File: src/rtl/fetch_pkg.sv
// fetch_pkg: shared widths, state encoding and opcode constants for the
// instruction fetch sequencer.
//   PC_W / INST_W   : program counter and instruction widths
//   fetch_state_e   : IDLE / FETCH / HALT
//   OP_*            : opcode field values (inst[15:12])
//   opcode_of()     : extracts the opcode field from an instruction word
package fetch_pkg;

    localparam int PC_W   = 4;
    localparam int INST_W = 16;

    typedef enum logic [1:0] {
        IDLE  = 2'd0,
        FETCH = 2'd1,
        HALT  = 2'd2
    } fetch_state_e;

    localparam logic [3:0] OP_NOP  = 4'h0;
    localparam logic [3:0] OP_ADDI = 4'h1;
    localparam logic [3:0] OP_SUB  = 4'h3;
    localparam logic [3:0] OP_OUT  = 4'hF;
    localparam logic [3:0] OP_HALT = 4'hE;

    function automatic logic [3:0] opcode_of(input logic [INST_W-1:0] i);
        return i[INST_W-1:INST_W-4];
    endfunction

endpackage

File: src/rtl/fetch_pc.sv
// fetch_pc: program counter register.
//   clk, rst_n  : clock, asynchronous active-low reset (loads RESET_PC)
//   load        : load load_addr (highest priority)
//   load_addr   : load target
//   inc         : advance by one, wrapping modulo 2**PC_W
//   pc          : current PC
// With neither load nor inc the PC holds.
module fetch_pc
    import fetch_pkg::*;
#(
    parameter logic [PC_W-1:0] RESET_PC = 4'h0
) (
    input  logic            clk,
    input  logic            rst_n,
    input  logic            load,
    input  logic [PC_W-1:0] load_addr,
    input  logic            inc,
    output logic [PC_W-1:0] pc
);

    localparam logic [PC_W-1:0] PC_ONE = 1;

    logic [PC_W-1:0] pc_d;
    logic [PC_W-1:0] pc_q;

    always_comb begin
        pc_d = pc_q;
        if (load) begin
            pc_d = load_addr;
        end else if (inc) begin
            pc_d = pc_q + PC_ONE;
        end
    end

    always_ff @(posedge clk or negedge rst_n) begin
        if (!rst_n) begin
            pc_q <= RESET_PC;
        end else begin
            pc_q <= pc_d;
        end
    end

    assign pc = pc_q;

endmodule

File: src/rtl/fetch_sequencer.sv
// fetch_sequencer: fetches instructions from a combinational program ROM and
// presents them to decode through a valid/ready handshake.
//   clk, rst_n        : clock, asynchronous active-low reset
//   run               : start request, only honoured in IDLE
//   rom_addr/rom_data : ROM address (== pc) and returned instruction
//   inst, inst_pc     : registered instruction and the address it came from
//   inst_valid        : inst/inst_pc valid; accepted when inst_ready is high
//   redirect(_addr)   : flush and restart fetch at redirect_addr
//   halted            : high while in HALT
//   pc                : current fetch PC
//   redirect_cnt      : saturating count of redirect cycles, present only when
//                       FETCH_SEQ_REDIRECT_CNT_EN is defined
//
// state | meaning
// IDLE  | after reset, nothing fetched, waits for run
// FETCH | fetching one instruction per cycle whenever the output slot is free
// HALT  | halt instruction fetched, no further fetch until a redirect
module fetch_sequencer
    import fetch_pkg::*;
#(
    parameter logic [PC_W-1:0] RESET_PC    = 4'h0,
    parameter logic [3:0]      HALT_OPCODE = 4'hE
) (
    input  logic              clk,
    input  logic              rst_n,
    input  logic              run,
    output logic [PC_W-1:0]   rom_addr,
    input  logic [INST_W-1:0] rom_data,
    output logic [INST_W-1:0] inst,
    output logic [PC_W-1:0]   inst_pc,
    output logic              inst_valid,
    input  logic              inst_ready,
    input  logic              redirect,
    input  logic [PC_W-1:0]   redirect_addr,
    output logic              halted,
    output logic [PC_W-1:0]   pc
`ifdef FETCH_SEQ_REDIRECT_CNT_EN
    ,
    output logic [7:0]        redirect_cnt
`endif
);

    fetch_state_e      state_d, state_q;
    logic [INST_W-1:0] inst_d, inst_q;
    logic [PC_W-1:0]   inst_pc_d, inst_pc_q;
    logic              inst_valid_d, inst_valid_q;
    logic              halted_d, halted_q;
    logic              pc_load;
    logic              pc_inc;
    logic [PC_W-1:0]   pc_cur;
    logic              slot_open;

    fetch_pc #(
        .RESET_PC (RESET_PC)
    ) u_pc (
        .clk       (clk),
        .rst_n     (rst_n),
        .load      (pc_load),
        .load_addr (redirect_addr),
        .inc       (pc_inc),
        .pc        (pc_cur)
    );

    // The output slot can take a new instruction when it is empty or its
    // current occupant is being accepted this cycle.
    assign slot_open = !inst_valid_q || inst_ready;

    always_comb begin
        state_d      = state_q;
        inst_d       = inst_q;
        inst_pc_d    = inst_pc_q;
        inst_valid_d = inst_valid_q;
        pc_load      = 1'b0;
        pc_inc       = 1'b0;

        if (redirect) begin
            // Flush wins over halt detection and increment; an instruction
            // accepted in this same cycle is simply dropped from the slot.
            inst_valid_d = 1'b0;
            pc_load      = 1'b1;
            state_d      = FETCH;
        end else begin
            case (state_q)
                IDLE: begin
                    if (run) begin
                        state_d = FETCH;
                    end
                end
                FETCH: begin
                    if (slot_open) begin
                        inst_d       = rom_data;
                        inst_pc_d    = pc_cur;
                        inst_valid_d = 1'b1;
                        // The halt instruction is presented but the PC stays
                        // on it so a later redirect is the only way forward.
                        if (opcode_of(rom_data) == HALT_OPCODE) begin
                            state_d = HALT;
                        end else begin
                            pc_inc = 1'b1;
                        end
                    end
                end
                HALT: begin
                    if (inst_valid_q && inst_ready) begin
                        inst_valid_d = 1'b0;
                    end
                end
                default: begin
                    state_d = IDLE;
                end
            endcase
        end

        halted_d = (state_d == HALT);
    end

    always_ff @(posedge clk or negedge rst_n) begin
        if (!rst_n) begin
            state_q      <= IDLE;
            inst_q       <= '0;
            inst_pc_q    <= '0;
            inst_valid_q <= 1'b0;
            halted_q     <= 1'b0;
        end else begin
            state_q      <= state_d;
            inst_q       <= inst_d;
            inst_pc_q    <= inst_pc_d;
            inst_valid_q <= inst_valid_d;
            halted_q     <= halted_d;
        end
    end

`ifdef FETCH_SEQ_REDIRECT_CNT_EN
    logic [7:0] redirect_cnt_d, redirect_cnt_q;

    always_comb begin
        redirect_cnt_d = redirect_cnt_q;
        if (redirect && (redirect_cnt_q != 8'hFF)) begin
            redirect_cnt_d = redirect_cnt_q + 8'd1;
        end
    end

    always_ff @(posedge clk or negedge rst_n) begin
        if (!rst_n) begin
            redirect_cnt_q <= 8'h00;
        end else begin
            redirect_cnt_q <= redirect_cnt_d;
        end
    end

    assign redirect_cnt = redirect_cnt_q;
`endif

    assign rom_addr   = pc_cur;
    assign pc         = pc_cur;
    assign inst       = inst_q;
    assign inst_pc    = inst_pc_q;
    assign inst_valid = inst_valid_q;
    assign halted     = halted_q;

endmodule

File: config.mk
export PLATFORM = sky130hd
export DESIGN_NAME = fetch_sequencer
export DESIGN_NICKNAME = d
export VERILOG_FILES = /design/src/rtl/fetch_pkg.sv /design/src/rtl/fetch_pc.sv /design/src/rtl/fetch_sequencer.sv
export SDC_FILE = /design/constraint.sdc
export NUM_CORES = 1
export LEC_CHECK = 0
export ABC_AREA = 1
export ABC_CLOCK_PERIOD_IN_PS = 3100
export CAP_MARGIN = 20
export CORE_ASPECT_RATIO = 0.75
export CORE_MARGIN = 2
export CORE_UTILIZATION = 35
export DETAILED_ROUTE_END_ITERATION = 16
export PLACE_DENSITY = 0.71
export SYNTH_ARGS = -nofsm -noshare
export SYNTH_HDL_FRONTEND = slang
export SYNTH_HIERARCHICAL = 1
export SYNTH_SLANG_ARGS = --single-unit
export TNS_END_PERCENT = 5
File: constraint.sdc
create_clock -name clk -period 3.1 [get_ports clk]
set_clock_uncertainty 0.1 [all_clocks]
set_input_delay 0.62 -clock clk [delete_from_list [all_inputs] [get_ports clk]]
set_output_delay 0.62 -clock clk [all_outputs]
set_load 0.005 [all_outputs]
After elaboration in Yosys (flattened, before gate mapping)
Index checks and enable logic that the tools add are counted.
{"block": "totals", "wordCells": 38, "mem_count": 0, "romBits": 0, "regBits": 28, "out_inout_bits": 30, "ramBits": 0, "latch_bits": 0}
{"block": "classes", "mux": 16, "addsub": 1, "n_eq_ne": 6, "div": 0, "magnitude_cmp": 0, "n_mul": 0, "shifts": 0, "reduce_logical": 8, "bitwise_logic": 1}
{"op": "$mux 1", "n": 8}
{"op": "$mux 2", "n": 4}
{"op": "$mux 4", "n": 2}
{"op": "$ne 3x3->1 const B", "n": 2}
{"op": "$pmux 2 s3", "n": 1}
{"op": "$reduce_and 3->1", "n": 2}
{"op": "$add 4x1->4 const B", "n": 1}
{"op": "$eq 2x2->1 const B", "n": 2}
{"op": "$eq 4x4->1 const B", "n": 1}
{"op": "$reduce_bool 3->1", "n": 1}
{"op": "$eq 2x1->1 const B", "n": 1}
{"op": "$logic_not 2->1", "n": 1}
{"op": "$pmux 1 s2", "n": 1}
{"op": "$reduce_bool 2->1", "n": 1}
{"op": "$logic_and 1x1->1", "n": 1}
{"op": "$logic_not 1->1", "n": 1}
{"op": "$logic_or 1x1->1", "n": 1}
{"op": "$not 1->1", "n": 1}

Depth between registers and ports, before layout
Gate-level depths: netlist of run 1.
{"block": "logic_depth", "depth_word": 7, "depth_mapped": 9, "mapped_depth_nobuf": 8}

Cells and area by module
Netlist of run 1, hierarchy kept.
{"module": "fetch_sequencer", "cells_each": 126, "area_each_um2": 1098.6, "seq_area_each_um2": 600.6, "instances": 1}
{"module": "fetch_pc", "cells_each": 27, "area_each_um2": 219.0, "seq_area_each_um2": 100.1, "instances": 1}

Least setup slack after synthesis of run 1
OpenSTA, ideal clock, no wires.
{"block": "synth_timing", "path_kind": "input port to flip-flop", "from": "input inst_ready", "to": "register u_pc.pc_q[3], in the netlist u_pc/pc[3]", "path_stages": 8, "setup_slack_ns": 1.521, "required_time_ns": 2.879, "setup_ns": 0.121, "t_arrival_ns": 1.357, "n_path_buf": 1, "cell_sequence": "inv_1 -> nand2_1 -> nand3_2 -> buf_6 -> nor2_2 -> nor2_1 -> a22oi_1 -> nand2_1"}
{"block": "synth_between", "elab_chain_cells": 5}
{"element": "start: declaration", "line_no": "fetch_sequencer.sv:32", "source": "input logic inst_ready,"}
{"element": "$logic_or 1x1->1", "line_no": "fetch_sequencer.sv:66", "source": "assign slot_open = !inst_valid_q || inst_ready;"}
{"element": "$mux 1", "line_no": "fetch_sequencer.sv:90", "source": "if (slot_open) begin"}
{"element": "$mux 1", "line_no": "fetch_sequencer.sv:83", "source": "case (state_q)"}
{"element": "$mux 1", "line_no": "fetch_sequencer.sv:76", "source": "if (redirect) begin"}
{"element": "net pc_inc", "line_no": "fetch_sequencer.sv:49", "source": "logic pc_inc;"}
{"element": "$reduce_bool 2->1 (no source line)"}
{"element": "end signal: assignment", "line_no": "fetch_pc.sv:39", "source": "pc_q <= pc_d;"}
{"element": "end: declaration", "line_no": "fetch_pc.sv:24", "source": "logic [PC_W-1:0] pc_q;"}
The timed path passes the listed nets, and every way through them passes these cells.
A chain may end at the register's enable or synchronous reset.

Final worst setup path of run 1
{"block": "layout_timing", "from": "register u_pc.pc_q[0], in the netlist u_pc/pc[0]", "to": "output rom_addr[0]"}
{"element": "end: declaration", "line_no": "fetch_sequencer.sv:27", "source": "output logic [PC_W-1:0] rom_addr,"}
No word-level cell between the ends.

==> results_dict.tcl, run 1 <==
set metrics [dict create \
    holdBufCountCts 0 \
    synth_seq_cells 28 \
    root_buffer "clkbuf_8" \
    placed_area_um2 1870 \
    die_h_um 57.1 \
    dr.pass1.iters 4 \
    end_kind "output port" \
    crit_path_max_incr_delay_ns 0.55 \
    grt.overflow.total 0 \
    critPathRequiredTime_ns 2.38 \
    numCtsBuffers 3 \
    post_drt_wl_per_cell_um 12.1 \
    final_util 0.533 \
    cts_setup_buffers 0 \
    grt.total_usage 0.155 \
    hold_class "flop to flop" \
    area_growth_pct 47.0 \
    r2r_end "u_pc/pc[2]" \
    fin_nets 230 \
    whs_endpoint "inst[7]" \
    crit_chain "clkdlybuf4s50_1" \
    ctsResizeCount 0 \
    h-tree-depth 1 \
    syn-instance-count 153 \
    fin_crit_ns 2.05 \
    r2r-start "state_q[1]" \
    cp_max_fo 8 \
    path_class "flop to output port" \
    drt_iter0_drc 59 \
    grt_pass1_vias 1094 \
    final_cell_count_no_fill 255 \
    reg2reg_setup_slack_ns 1.36 \
    period_share 0.660 \
    crit_slowest_cell "clkdlybuf4s50_1" \
    ant_nets 0 \
    fin_area_um2 1940 \
    syn-cell-area_um2 1320 \
    leakage_nw 0.944 \
    hold_viol_final 0 \
    hold_path_depth 2 \
    arrival_ns 1.33 \
    clkTransAtPathRegs_ns 0.10 \
    num_rows 19 \
    drv_cap 0 \
    place_congestion 0.790 \
    fmax_mhz 489 \
    synthDistinctLibCells 20 \
    hold_start "inst[7]" \
    postSynthAreaPerCell_um2 8.61 \
    cp-start-kind "flop" \
    dp_hpwl_um 2200 \
    peakVddDrop_v 0.000293 \
    grt_antenna_before_repair 0 \
    n_antenna_cell 0 \
    synthesis.nets 179 \
    wl_met2_um 1480 \
    tns_ns 0 \
    design.die.area_um2 4280 \
    grt_pass1_wl_um 5070 \
    drc 0 \
    place_inst 251 \
    status "finished clean" \
    crit_family "buffers and inverters" \
    ys_seq_area_frac 0.532 \
    max_slew_margin 0.654 \
    top_layer_used "met4" \
    synth_warnings 6 \
    io_buffers 54 \
    rsz0062_at_grt "no" \
    via_count 1197 \
    worst_slew_pin_slew_ns 0.518 \
    path_buf_inv 1 \
    io_pins 55 \
    start_util 0.362 \
    cts_tree "built" \
    drv_slew 0 \
    fp.dieW_um 74.8 \
    drt-met1-wl_um 1440 \
    setup_violations 0 \
    wl_met3_um 169 \
    power_density_nw_per_um2 519 \
    cts.sinks 28 \
    clk_latency_ns 0.27 \
    vias_per_cell 4.69 \
    clockBufferDepth 2 \
    fp.coreArea_um2 3640 \
    drive_gt1_frac 0.0591 \
    drt_wl_total_um 3100 \
    grt_max_degree 29 \
    rr_worst_depth 6 \
]
cells in the final DEF, fill, tap and decap left out:
cell	n
a21boi_1	1
a21oi_1	1
a22oi_1	1
buf_4	4
bufinv_16	1
clkbuf_8	3
clkdlybuf4s50_1	54
dfrtp_1	28
ha_1	1
inv_1	9
inv_2	1
nand2_1	58
nand3_1	7
nand3_2	1
nand4_1	21
nor2_1	7
nor2_2	1
nor2_4	1
o211ai_1	1
o21ai_0	1
xnor2_1	1
registers in the layout (all words and copies together), names as in the netlist:
register and flops:
u_pc/pc 4, state_q 2, halted 1, inst_valid 1, inst 16, inst_pc 4
metal layers:
metal  vias to the layer above  track usage
met5                         -            0
li1                        602            -
met1                       559        0.212
met3                         2       0.0477
met2                        34        0.252
met4                         0       0.0153
synth_stat cells, drive strengths merged:
library cell  number  area, µm²
nand3              8       45.0
o211ai             1       7.51
a21boi             1       7.51
dfrtp             28        701
inv               10       37.5
nand4             21        131
nor2               9       43.8
buf               12       87.6
ha                 1       12.5
nand2             58        218
xnor2              1       8.76
o21ai              1       5.00
a21oi              1       5.00
a22oi              1       7.51
worst max path at each step:
stage	end	cells after the start	slack (ns)	startpoint
after global placement	u_pc/pc[2]	8	0.86	inst_ready
after detailed placement	u_pc/pc[2]	8	0.80	inst_ready
final	rom_addr[0]	1	1.05	u_pc/pc[0]
after floorplan	u_pc/pc[3]	8	1.52	inst_ready
after CTS	rom_addr[0]	1	1.04	u_pc/pc[0]
after global routing	u_pc/pc[3]	8	0.97	inst_ready
final cells by class:
| class | count | area [µm²] |
|---|---|---|
| fillers | 372 | 1700 |
| flip-flops and latches | 28 | 701 |
| inverters | 10 | 37.5 |
| clock buffers | 3 | 41.3 |
| well taps | 52 | 65.1 |
| multi-input cells | 103 | 492 |
| repair buffers | 58 | 571 |
| clock inverters | 1 | 30.0 |
power by group:
part           switching [W]  internal [W]  leakage (nW)
combinational       0.000100      0.000160         0.564
sequential         0.0000375      0.000417         0.344
clock               0.000117      0.000173        0.0357
total               0.000255      0.000750         0.944
logic make-up after synthesis:
group           after synthesis  synth area share
fa+ha+maj                     1           0.00950
compound gates                5            0.0247
buf+inv                      22            0.0950
simple gates                 96             0.332
xor+xnor                      1           0.00665
flops                        28             0.532
stage by stage:
stage          power (W)  hold WS, ns  worst slack, ns
2_1_floorplan   0.000561        0.224             1.52
3_3_place_gp    0.000722        0.353            0.864
3_5_place_dp    0.000727        0.358            0.802
4_1_cts          0.00102        0.383             1.04
5_1_grt          0.00107        0.404            0.975
6_report         0.00100        0.377             1.05
(Power assumes the default switching activity.)
==> inputs of run 2 (changes only) <==
- ABC_CLOCK_PERIOD_IN_PS: 3100 -> 2100
- clock period: 3.1 -> 2.1 ns (I/O delays scaled with it)
==> results_dict.tcl, run 2 (same netlist as run 1, synthesis figures left out) <==
set metrics [dict create \
    numCtsBuffers 3 \
    io_pins 55 \
    fmax_mhz 546 \
    placed_area_um2 1900 \
    ant_nets 0 \
    grt.total_usage 0.152 \
    arrival_ns 1.31 \
    fp.coreArea_um2 3640 \
    period_share 0.872 \
    largest_reg_flops 16 \
    post_drt_wl_per_cell_um 11.8 \
    n_antenna_cell 0 \
    final_common_cell "nand2_1" \
    cp-start-kind "flop" \
    die_h_um 57.1 \
    grt_antenna_before_repair 0 \
    io_buffers 54 \
    h-tree-depth 1 \
    vias_per_cell 4.55 \
    cts_setup_buffers 0 \
    cts_tree "built" \
    drt_iter0_drc 52 \
    grt_pass1_wl_um 5010 \
    grt_max_degree 29 \
    cts.sinks 28 \
    clockBufferDepth 2 \
    grt_pass1_vias 1071 \
    rsz0062_at_grt "no" \
    hold_viol_final 0 \
    final_cell_mix "nand2_1 (58), clkdlybuf4s50_1 (54), dfrtp_1 (28), nand4_1 (21), inv_1 (9)" \
    drv_slew 0 \
    crit_chain "clkdlybuf4s50_1" \
    via_count 1179 \
    crit_path_max_incr_delay_ns 0.55 \
    status "finished clean" \
    holdBufCountCts 0 \
    setup_violations 0 \
    grt.overflow.total 0 \
    whs_ns 0.375 \
    leakage_nw 0.962 \
    worst_slew_pin_slew_ns 0.360 \
    design.die.area_um2 4280 \
    fin_area_um2 1970 \
    fin_nets 234 \
    start_util 0.362 \
    dp_hpwl_um 2220 \
    clkTransAtPathRegs_ns 0.10 \
    root_buffer "clkbuf_8" \
    final_util 0.541 \
    place_congestion 0.738 \
    drv_cap 0 \
    path_class "flop to output port" \
    hold_class "flop to flop" \
    critPathRequiredTime_ns 1.58 \
    drc 0 \
    area_growth_pct 49.3 \
    drive_gt1_frac 0.0773 \
    fillers 372 \
    fin_crit_ns 1.83 \
    clk_latency_ns 0.27 \
    crit_family "buffers and inverters" \
    power_density_nw_per_um2 755 \
    dr.pass1.iters 4 \
    fp.dieW_um 74.8 \
    path_buf_inv 1 \
    num_rows 19 \
    cp_max_fo 7 \
    end_kind "output port" \
    peakVddDrop_v 0.000358 \
    tns_ns 0 \
    drt_wl_total_um 3060 \
    max_slew_margin 0.760 \
    p_total_w 0.00148 \
    ctsResizeCount 0 \
    crit_slowest_cell "clkdlybuf4s50_1" \
]
run 2: cell types whose count changed in the layout (fill, tap and decap cells not counted):
cell,delta
buf_4,+4
run 2: per-layer routing:
metal,share of wire,GRT usage,vias to the layer above
li1,-,-,607
met1,0.47,0.199,542
met2,0.47,0.258,28
met3,0.051,0.0477,2
met4,0.0033,0.0153,0
met5,0,0,-
run 2: final cells by class:
cell class	count	area, µm²	share of cell area
clock buffers	3	41.3	0.0210
repair buffers	62	601	0.305
flip-flops and latches	28	701	0.356
inverters	10	37.5	0.0191
clock inverters	1	30.0	0.0153
multi-input cells	103	492	0.250
well taps	52	65.1	0.0331
run 2: final timing paths:
kind / cells past startpoint / slack, ns / start / endpoint
setup / recovery: 1 / 0.27 / u_pc/pc[2] / pc[2]
hold / removal: 2 / 0.38 / inst[7] / inst[7]
setup reg to reg: 6 / 0.78 / state_q[1] / u_pc/pc[2]
hold reg to reg: 2 / 0.38 / inst[7] / inst[7]
max in group asynchronous: 2 / 1.22 / rst_n / u_pc/pc[0]
min in group asynchronous: 2 / 0.41 / rst_n / inst[6]
run 2: stage by stage:
step                setup slack [ns]  instances
floorplan                      0.715        153
global placement               0.281        255
detailed placement             0.234        255
CTS                            0.247        259
global route                   0.196        259
finish                         0.268        259
run 2: report_power, final:
part	switching, W	internal [W]
Combinational	0.000148	0.000242
Sequential	0.0000563	0.000615
Clock	0.000169	0.000255
==> inputs of run 3 (changes only) <==
- DONT_BUFFER_PORTS: not set -> 1
- PLACE_DENSITY: 0.71 -> 0.52
- SLEW_MARGIN: not set -> 10
==> results_dict.tcl, run 3 (same netlist as run 1, synthesis figures left out) <==
set metrics [dict create \
    reg2reg_setup_slack_ns 0.63 \
    clkTransAtPathRegs_ns 0.09 \
    crit_path_max_incr_delay_ns 0.42 \
    crit_slowest_cell "dfrtp_1" \
    grt.overflow.total 0 \
    place_congestion 0.743 \
    drt_wl_total_um 3050 \
    tns_ns 0 \
    peakVddDrop_v 0.000435 \
    crit_chain "nand2_1, buf_4, nand3_2, nor2_2, nor2_1, a22oi_1, nand2_1" \
    critPathRequiredTime_ns 2.16 \
    hold_class "input pin to flop" \
    clk_latency_ns 0.27 \
    clockBufferDepth 2 \
    drive_gt1_frac 0.0921 \
    hold_viol_final 0 \
    placed_area_um2 1330 \
    area_growth_pct 8.83 \
    drc 0 \
    h-tree-depth 1 \
    whs_ns 0.149 \
    path_class "flop to flop" \
    hold_path_depth 2 \
    design.die.area_um2 4280 \
    numCtsBuffers 3 \
    place_inst 198 \
    pre_cts_slack_ns 0.633 \
    end_kind "flop" \
    grt_pass1_wl_um 4860 \
    power_density_nw_per_um2 898 \
    num_rows 19 \
    cp-start-kind "flop" \
    via_count 1032 \
    cts_tree "built" \
    r2r_end "u_pc/pc[3]" \
    fp.coreArea_um2 3640 \
    final_cell_count_no_fill 204 \
    grt_max_degree 29 \
    arrival_ns 1.54 \
    final_common_cell "nand2_1" \
    largest_reg_flops 16 \
    holdBufCountCts 2 \
    period_share 0.702 \
    leakage_nw 0.755 \
    crit_start "inst_valid" \
    cts.sinks 28 \
    max_slew_margin 0.793 \
    ctsResizeCount 0 \
    r2r-start "inst_valid" \
    path_buf_inv 1 \
    setup_ws_ns 0.626 \
    rsz0062_at_grt "no" \
    fin_nets 179 \
    drt_iter0_drc 61 \
    die_h_um 57.1 \
    cts_setup_buffers 0 \
    io_pins 55 \
    io_buffers 0 \
    whs_endpoint "state_q[0]" \
    n_antenna_cell 0 \
    start_util 0.362 \
    root_buffer "clkbuf_8" \
    status "finished clean" \
    final_cell_mix "nand2_1 (58), dfrtp_1 (28), nand4_1 (21), inv_1 (9)" \
    cp_max_fo 12 \
    fmax_mhz 678 \
    fin_area_um2 1430 \
    drv_slew 0 \
    dp_hpwl_um 2120 \
    vias_per_cell 5.06 \
    worst_slew_pin_slew_ns 0.311 \
    fp.dieW_um 74.8 \
    setup_violations 0 \
    ant_nets 0 \
    grt_antenna_before_repair 0 \
    grt.total_usage 0.150 \
    cp_common_cell "nand2_1" \
    grt_pass1_vias 961 \
    drv_cap 0 \
    rr_worst_depth 7 \
    fin_crit_ns 1.47 \
    crit_family "simple AND/OR/NAND/NOR gates" \
    hold_start "redirect" \
    dr.pass1.iters 4 \
    post_drt_wl_per_cell_um 15.0 \
]
## run 3: changes by cell type in the layout (fill, tap and decap cells not counted), sizes merged
cell	previous run	this run
clkdlybuf4s50	54	0
buf	8	6
dlygate4sd3	0	1
## run 3: layer usage
metal  GRT usage  vias up  share of wire  wire length (µm)
li1            -      497              -                 -
met1       0.190      484           0.42              1280
met2       0.242       47           0.47              1440
met3      0.0654        4           0.10               307
met4      0.0230        0         0.0079                24
met5           0        -              0                 0
## run 3: worst max path at each step
| stage | endpoint | slack, ns | cells after the start |
|---|---|---|---|
| CTS | u_pc/pc[3] | 0.64 | 7 |
| global placement | u_pc/pc[2] | 0.71 | 8 |
| global route | u_pc/pc[3] | 0.52 | 7 |
| finish | u_pc/pc[3] | 0.63 | 7 |
| detailed placement | u_pc/pc[2] | 0.63 | 8 |
| floorplan | u_pc/pc[3] | 0.72 | 7 |
## run 3: power breakdown
group          total [W]  internal, W  switching [W]  leakage (nW)
Sequential      0.000695     0.000616      0.0000792         0.344
Clock           0.000427     0.000255       0.000171        0.0357
Combinational   0.000166    0.0000657       0.000101         0.375
Total            0.00129     0.000937       0.000351         0.755
## run 3: cell type report
type / instances / area (µm²)
Timing Repair Buffer: 7 / 67.6
Sequential cell: 28 / 701
Clock inverter: 1 / 30.0
Fill cell: 366 / 2200
Inverter: 10 / 37.5
Tap cell: 52 / 65.1
Multi-Input combinational cell: 103 / 492
Clock buffer: 3 / 41.3
## run 3: metrics by stage
stage | utilization | total power (W)
2_1_floorplan | - | 0.000828
3_3_place_gp | 0.366 | 0.000851
3_5_place_dp | 0.366 | 0.000860
4_1_cts | 0.394 | 0.00131
5_1_grt | 0.394 | 0.00136
6_report | 0.394 | 0.00129
